<file path="config.mk">
export PLATFORM = sky130hd
export DESIGN_NAME = clockgen_multi
export DESIGN_NICKNAME = d
export VERILOG_FILES = /design/src/rtl/clockgen_pkg.sv /design/src/rtl/clkdiv_chan.sv /design/src/rtl/clockgen_multi.sv
export SDC_FILE = /design/constraint.sdc
export NUM_CORES = 1
export LEC_CHECK = 0
export CAP_MARGIN = 20
export CORE_UTILIZATION = 50
export CTS_CLUSTER_DIAMETER = 40
export DETAILED_ROUTE_END_ITERATION = 6
export PLACE_DENSITY = 0.74
export SETUP_SLACK_MARGIN = 0.5
export SLEW_MARGIN = 20
export SYNTH_ARGS = -nofsm -noshare
export SYNTH_HDL_FRONTEND = slang
export SYNTH_SLANG_ARGS = --single-unit
</file>
<file path="constraint.sdc">
create_clock -name clk32 -period 3.52 [get_ports clk32]
set_clock_uncertainty 0.15 [all_clocks]
set_input_delay 0.704 -clock clk32 [delete_from_list [all_inputs] [get_ports clk32]]
set_output_delay 0.704 -clock clk32 [all_outputs]
set_load 0.02 [all_outputs]
</file>
<file path="src/rtl/clockgen_pkg.sv">
// Shared defaults and helpers for the clockgen_multi timing generator.
package clockgen_pkg;

   localparam int unsigned NTAPS_DEF    = 8;
   localparam int unsigned LEN_SLOW_DEF = 16;
   localparam int unsigned LEN_FAST_DEF = 8;

   function automatic int unsigned phase_w(input int unsigned len);
      return (len > 1) ? $clog2(len) : 1;
   endfunction

   // Tap k is high for the half of the cycle starting k phases after phase 0.
   function automatic logic tap_on(input int unsigned ph, input int unsigned k,
                                   input int unsigned len);
      return ((ph + 2 * len - k) % len) < (len / 2);
   endfunction

endpackage

</file>
<file path="src/rtl/clkdiv_chan.sv">
// One programmable clock-enable divider channel; reload values take effect only at
// the next natural reload so a running period is never cut short.
module clkdiv_chan #(
   parameter int unsigned DIVW = 8
) (
   input  logic            clk32,
   input  logic            res,
   input  logic            mcyc,
   input  logic            ld,
   input  logic [DIVW-1:0] val,
   output logic            ack,
   output logic            en
);

   logic [DIVW-1:0] cnt_q, cnt_d;
   logic [DIVW-1:0] rel_q, rel_d;
   logic [DIVW-1:0] pend_q, pend_d;
   logic            pv_q, pv_d;
   logic            en_d;

   always_comb begin
      cnt_d  = cnt_q;
      rel_d  = rel_q;
      pend_d = pend_q;
      pv_d   = pv_q;
      en_d   = 1'b0;
      if (mcyc) begin
         if (cnt_q == '0) begin
            en_d = 1'b1;
            if (pv_q) begin
               rel_d = pend_q;
               cnt_d = pend_q;
               pv_d  = 1'b0;
            end else begin
               cnt_d = rel_q;
            end
         end else begin
            cnt_d = cnt_q - DIVW'(1);
         end
      end
      // A load coinciding with a reload stays pending for the following one.
      if (ld) begin
         pend_d = val;
         pv_d   = 1'b1;
      end
   end

   always_ff @(posedge clk32 or posedge res) begin
      if (res) begin
         cnt_q  <= '0;
         rel_q  <= '0;
         pend_q <= '0;
         pv_q   <= 1'b0;
         ack    <= 1'b0;
         en     <= 1'b0;
      end else begin
         cnt_q  <= cnt_d;
         rel_q  <= rel_d;
         pend_q <= pend_d;
         pv_q   <= pv_d;
         ack    <= ld;
         en     <= en_d;
      end
   end

endmodule

</file>
<file path="src/rtl/clockgen_multi.sv">
// Memory-cycle timing generator: phase counter, staggered taps, latch strobe and
// NCH divider channels. Define CLOCKGEN_TURBO_EN to honour the turbo request.
module clockgen_multi
   import clockgen_pkg::*;
#(
   parameter int unsigned NTAPS    = NTAPS_DEF,
   parameter int unsigned LEN_SLOW = LEN_SLOW_DEF,
   parameter int unsigned LEN_FAST = LEN_FAST_DEF,
   parameter int unsigned LATCH_A  = 5,
   parameter int unsigned LATCH_B  = 1,
   parameter int unsigned NCH      = 2,
   parameter int unsigned DIVW     = 8
) (
   input  logic                 clk32,
   input  logic                 res,
   input  logic                 turbo,
   output logic                 clk16,
   output logic [NTAPS-1:0]     time_tap,
   output logic                 latch,
   output logic                 mcyc_start,
   output logic                 turbo_act,
   input  logic [NCH-1:0]       div_ld,
   input  logic [NCH*DIVW-1:0]  div_val,
   output logic [NCH-1:0]       div_ack,
   output logic [NCH-1:0]       ch_en
);

   localparam int unsigned   PW        = phase_w(LEN_SLOW);
   localparam logic [PW-1:0] SLOW_LAST = PW'(LEN_SLOW - 1);

   logic [PW-1:0]    ph_q, ph_d;
   logic [PW-1:0]    last_ph;
   logic             turbo_act_q, turbo_act_d;
   int unsigned      len_d;
   logic [NTAPS-1:0] tap_d;
   logic             start_d;

`ifdef CLOCKGEN_TURBO_EN
   localparam logic [PW-1:0] FAST_LAST = PW'(LEN_FAST - 1);

   // Mode only changes at the wrap, so every memory cycle is full length.
   assign last_ph     = turbo_act_q ? FAST_LAST : SLOW_LAST;
   assign turbo_act_d = (ph_q == last_ph) ? turbo : turbo_act_q;
   assign len_d       = turbo_act_d ? LEN_FAST : LEN_SLOW;
`else
   logic [32:0] unused_cfg;
   assign unused_cfg  = {turbo, LEN_FAST};
   assign last_ph     = SLOW_LAST;
   assign turbo_act_d = 1'b0;
   assign len_d       = LEN_SLOW;
`endif

   always_comb begin
      ph_d    = (ph_q == last_ph) ? '0 : ph_q + PW'(1);
      start_d = (ph_d == '0);
      tap_d   = '0;
      for (int unsigned k = 0; k < NTAPS; k++) begin
         tap_d[k] = tap_on(32'(ph_d), k, len_d);
      end
   end

   // Outputs are decoded from the incoming phase so they align with ph_q.
   always_ff @(posedge clk32 or posedge res) begin
      if (res) begin
         ph_q        <= SLOW_LAST;
         turbo_act_q <= 1'b0;
         clk16       <= 1'b0;
         time_tap    <= '0;
         latch       <= 1'b0;
         mcyc_start  <= 1'b0;
      end else begin
         ph_q        <= ph_d;
         turbo_act_q <= turbo_act_d;
         clk16       <= ~clk16;
         time_tap    <= tap_d;
         latch       <= tap_d[LATCH_A] & ~tap_d[LATCH_B];
         mcyc_start  <= start_d;
      end
   end

   assign turbo_act = turbo_act_q;

   for (genvar c = 0; c < NCH; c++) begin : g_chan
      clkdiv_chan #(
         .DIVW(DIVW)
      ) u_chan (
         .clk32(clk32),
         .res  (res),
         .mcyc (start_d),
         .ld   (div_ld[c]),
         .val  (div_val[c*DIVW +: DIVW]),
         .ack  (div_ack[c]),
         .en   (ch_en[c])
      );
   end

endmodule

</file>
======== Word level (Yosys, flattened, before mapping) ========
Index checks and enable logic that the tools add are counted.
storage, ports and cells
  register bits ........................... 69
  input port bits ......................... 21
  output and inout bits ................... 16
  word-level logic and storage cells ...... 66
cells by class
  add/sub/neg operators ................... 11
  magnitude comparators ................... 8
  equal/unequal tests ..................... 1
  multiplexer cells ....................... 15
  bitwise gates (word level) .............. 3
  reduce and logical (&&, ||, !) cells .... 11
operators with widths
  kind                                                                count
  4-bit less-than comparator, second input constant                   8
  8-bit 2-to-1 mux                                                    4
  8-bit logical NOT                                                   2
  4-bit by 3-bit subtractor with 4-bit output, second input constant  4
  8-bit by 1-bit subtractor with 8-bit output, second input constant  2
  1-bit 2-to-1 mux                                                    10
  4-bit by 1-bit adder with 4-bit output, second input constant       2
  2-bit AND reduction                                                 4
  2-bit nonzero test                                                  4
  4-bit by 2-bit subtractor with 4-bit output, second input constant  2
  4-bit equality test, second input constant                          1
  4-bit logical NOT                                                   1
  4-bit 2-to-1 mux                                                    1
  4-bit by 1-bit subtractor with 4-bit output, second input constant  1
  1-bit NOT                                                           2
  1-bit AND                                                           1

======== Depth between registers and ports, before layout ========
  depth in word-level cells ............... 7
  mapped depth ............................ 9
  mapped depth without buffers ............ 9

======== Hierarchy ========
Synthesis repeated with hierarchy kept, for this count alone.
second synthesis, totals
  cells, all modules ...................... 307
  area, all modules ....................... 3604.7 um2
by module, submodules not included
  module          instances  cells an instance  area an instance (um2)  seq. area each (um2)
  clkdiv_chan     2          101                1333.8                  675.6
  clockgen_multi  1          105                937.1                   380.4

======== Least setup slack after synthesis ========
No wires, ideal clock.
  path kind ............................... flip-flop to flip-flop
  start point ............................. register ph_q[0]
  end point ............................... register g_chan[0].u_chan.rel_q[0]
  library setup time ...................... 125 ps
  arrival time ............................ 2676 ps
  data required time ...................... 3245 ps
  setup slack ............................. 570 ps
  stages on the path, launching flop included .. 10
  path buffers ............................ 0
  period minus slack after synthesis ...... 2950 ps
  cells stage by stage .................... dfstp_2 -> ha_1 -> inv_1 -> a311oi_4 -> ha_1 -> nand4bb_1 -> or4_4 -> inv_2 -> nand2_4 -> mux2_2
on the way
  cells in the longest elaborated chain, start to end .. 4
  elaborated cells on any way between the ends .. 5
  classes of those cells .................. add/sub: 1; eq/ne: 1; mux: 1; reduce/logical: 2
RTL lines
  item                                                                                  line                  text
  from (decl)                                                                           clockgen_multi.sv:31  logic [PW-1:0] ph_q, ph_d;
  from (signal assigned)                                                                clockgen_multi.sv:72  ph_q <= ph_d;
  4-bit by 1-bit adder with 4-bit output / 4-bit equality test (equally long branches)  clockgen_multi.sv:54  ph_d = (ph_q == last_ph) ? '0 : ph_q + PW'(1);
  4-bit 2-to-1 mux (*)                                                                  clockgen_multi.sv:54
  4-bit logical NOT (*)                                                                 clockgen_multi.sv:55  start_d = (ph_d == '0);
  2-bit AND reduction (no line) (*)                                                     --
  to (signal assigned)                                                                  clkdiv_chan.sv:58     rel_q <= rel_d;
  to (decl)                                                                             clkdiv_chan.sv:16     logic [DIVW-1:0] rel_q, rel_d;
Mark *: on every way between the ends. The rest lies on a longest branch, timed or not.
A chain may end at the register's enable or synchronous reset.

======== Final worst setup path ========
  start point ............................. register ph_q[0]
  end point ............................... register g_chan[0].u_chan.rel_q[5]
Same word-level chain as after synthesis.

==> metrics.md <==
| Metric | Value |
|---|---|
| Hold EP | `clk16$_DFF_PP0_` |
| Dpl cells | `350` |
| Crit path cell chain | `ha_4 > inv_1 > a311oi_4 > ha_2 > nand4bb_4 > or4_4 > inv_2 > nand2_4 > mux2_2` |
| Setup violators final | `0` |
| Post-DP Area | `3530 µm²` |
| Drt first pass iters | `4` |
| CTS Buf Count | `9` |
| Final worst setup slack | `0.656 ns` |
| Setup TNS Final | `0 ns` |
| Reg2reg path depth | `9` |
| EDFF count, synth | `0` |
| Hold Path Class | `reg -> reg` |
| Worst R2R Setup Slack | `0.66 ns` |
| Layout fillers | `493` |
| Initial antenna violation count | `0` |
| Commonest non-fill, non-tap cell in the layout | `dfrtp_1` |
| Critical Path Max Stage Delay | `0.58 ns` |
| Synth Register Bits | `69` |
| Design area | `3850 µm²` |
| Post-synthesis simple-gate area fraction | `0.104` |
| Worst-margin pin slew | `0.852 ns` |
| Minimum clock period after layout | `2.86 ns` |
| Hold path startpoint | `clk16$_DFF_PP0_` |
| Hold slack | `0.277 ns` |
| Final Total Pwr | `1.99 mW` |
| Slowest stage cell on the critical path | `dfstp_2` |
| Final WL | `5.22 mm` |
| Crit path launch type | `register` |
| Fin crit share | `0.814` |
| DR WL/cell | `14.1 µm` |
| PwrDens | `517 nW/µm²` |
| Syn_area_per_cell | `12.5 µm²` |
| Final core occ | `0.639` |
| Post-synthesis mux area share | `0.147` |
| Reg-to-reg endpoint | `g_chan[0].u_chan.rel_q[5]$_DFFE_PP0P_` |
| Worst hold stages | `1` |
| Die width | `81.6 µm` |
| Post-synth ARST share | `1.00` |
| GP Congestion | `0.824` |
| Library cells used by synthesis | `48` |
| Area of the mapped netlist | `3160 µm²` |
| Fmax | `349 MHz` |
| Critical path arrival | `2.94 ns` |
| Compound-Gate Fraction of Synth Area | `0.0996` |
| IO Pins | `37` |
| Worst flop-to-flop path startpoint | `ph_q[0]$_DFF_PP1_` |
| N_diodes | `0` |
| Port bufs | `34` |
| Seq/Total Area, Yosys | `0.547` |
| CP Class | `reg -> reg` |
| Critical Path RT | `3.60 ns` |
| Post-Layout Cell Count | `369` |
| Crit path max fanout | `8` |
| Cts hold-fix bufs | `0` |
| CTS H-tree depth | `3` |
| Chip height | `81.6 µm` |
| CP Capture Type | `register` |
| CTS tree | `built` |
| Final slew viol count | `0` |
| Post-synthesis adder-cell area fraction | `0.0237` |
| Sink Count | `69` |
| Post-synth net total | `280` |
| Slew margin rel. | `0.432` |
| Routed vias | `1975` |
| Clk_lat worst skew | `0.34 ns` |
| First-pass GRT wire length | `9.12 mm` |
| Multi-input gate area | `1330 µm²` |
| Status | `finished clean` |
| Clock root buffer | `clkbuf_8` |
| Largest family of logic cells by synthesized area | `multiplexers` |
| Gate Count Post-Synth | `253` |
| DR vias/cell | `5.35` |
| P_leak | `1.63 nW` |
| Initial DRC count | `79` |
| Area delta synth->final | `21.7%` |
| Final hold vios | `0` |
| Most frequent cells in the layout | `65 x dfrtp_1, 34 x clkdlybuf4s50_1, 27 x mux2_2` |
| Nets | `316` |
| Initial Util | `0.525` |
| Maxcap violations | `0` |
| Clock buffer depth | `2` |
| Final ANT Viol Nets | `0` |
| Global-route usage over all layers | `0.187` |
| Die area | `6650 µm²` |
| Unrepaired setup endpoints after global routing | `false` |
| DRC | `0` |
| Warnings, synthesis | `0` |
| Vias in the first global route | `1914` |
| XOR/XNOR share of the synthesized area | `0.0332` |
| Main synth FF type | `dfrtp_1` |
| Final HPWL DP | `3.39 mm` |
| Share of layout cells above drive strength 1 | `0.248` |
| Core Area | `6030 µm²` |
| Grt ovf | `0` |
| # rows | `28` |
| Worst vdd ir | `330 µV` |
| Post-Place Setup Slack | `0.492 ns` |
| Register area | `1730 µm²` |
| Pin count of the biggest net entering global routing | `70` |
| Clock transition at path regs | `0.07 ns` |
[cells by family (layout without fill, tap and decap cells)]
group / count (synthesis) / in the layout
compound gates: 45 / 45
xor+xnor: 12 / 12
fa+ha+maj: 6 / 6
buf+inv: 28 / 69
flops: 69 / 69
mux: 39 / 39
other cells: 1 / 1
simple gates: 53 / 53
[where the power goes]
part | total [mW] | internal, mW | switching [mW]
sequential | 0.960 | 0.874 | 0.0862
combinational | 0.211 | 0.126 | 0.0852
clock | 0.820 | 0.530 | 0.291
[area by class of cell]
type	count	area share
inverter	13	0.0130
clock inverter	3	0.0234
multi-input combinational	156	0.346
timing repair buffer	40	0.100
sequential	69	0.449
clock buffer	13	0.0438
tap	75	0.0244
[metal layers]
metal | track usage | vias up | wire, µm
met5 | 0 | - | 0
met4 | 0.0696 | 0 | 76
met3 | 0.0656 | 7 | 218
met2 | 0.267 | 37 | 2330
met1 | 0.260 | 963 | 2590
li1 | - | 968 | -
[how the worst max path moves through the flow]
stage                      startpoint                                     to  slack (ns)  depth (start not counted)
finish              ph_q[0]$_DFF_PP1_  g_chan[0].u_chan.rel_q[5]$_DFFE_PP0P_        0.66                          9
global route        ph_q[0]$_DFF_PP1_  g_chan[0].u_chan.rel_q[5]$_DFFE_PP0P_        0.53                          9
CTS                 ph_q[0]$_DFF_PP1_  g_chan[0].u_chan.rel_q[5]$_DFFE_PP0P_        0.54                          9
detailed placement  ph_q[0]$_DFF_PP1_  g_chan[0].u_chan.rel_q[5]$_DFFE_PP0P_        0.49                          9
global placement    ph_q[0]$_DFF_PP1_  g_chan[0].u_chan.rel_q[3]$_DFFE_PP0P_        0.54                          9
floorplan           ph_q[0]$_DFF_PP1_  g_chan[0].u_chan.rel_q[0]$_DFFE_PP0P_        0.57                          9
[registers in the layout, summed over array words and instances, names as in the netlist]
| register | count |
|---|---|
| g_chan.u_chan.pv_q | 2 |
| g_chan.u_chan.ack | 2 |
| clk16 | 1 |
| time_tap | 8 |
| g_chan.u_chan.en | 2 |
| mcyc_start | 1 |
| g_chan.u_chan.pend_q | 16 |
| g_chan.u_chan.rel_q | 16 |
| g_chan.u_chan.cnt_q | 16 |
| latch | 1 |
| ph_q | 4 |
[synthesized netlist by cell type (2+ instances only)]
cell type   n  area share
dfrtp_1    65        0.51
o2111ai_1   2      0.0055
nor2b_1    10       0.020
or4_1       3      0.0071
or4_4       2      0.0071
mux2i_1     4       0.013
o21ai_0     8       0.013
ha_1        6       0.024
nand2_4     2      0.0071
inv_1      10       0.012
a21o_1      2      0.0047
buf_2       2      0.0032
dfstp_2     4       0.033
o311ai_0    2      0.0055
nand2b_1    2      0.0040
mux2_4      8       0.038
mux2_2     27       0.096
o31ai_1     5       0.012
a21oi_1     9       0.014
buf_4       6       0.014
nor4_1      4      0.0079
nor2_1      4      0.0047
nor3_1      3      0.0047
a211oi_1    8       0.019
xor2_1     11       0.030
nand3_1     2      0.0032
or3b_1      2      0.0055
a31oi_1     3      0.0059
clkbuf_1    6      0.0071
nand2_1    13       0.015
[timing repair]
item / 4_1_cts / 5_1_grt
gates resized for setup: 0 / 5
setup endpoints to repair: 7 / 15
pin swaps: 1 / 2
buffers inserted: 0 / 3
[worst max-delay path, delay by kind of cell, from the launching register on]
family / cells / cell delay (ns)
simple gates: 3 / 0.78
flops: 1 / 0.58
fa+ha+maj: 2 / 0.46
mux: 1 / 0.31
compound gates: 1 / 0.27
buf+inv: 2 / 0.19
Note: power is estimated with default switching activity, not from simulation.
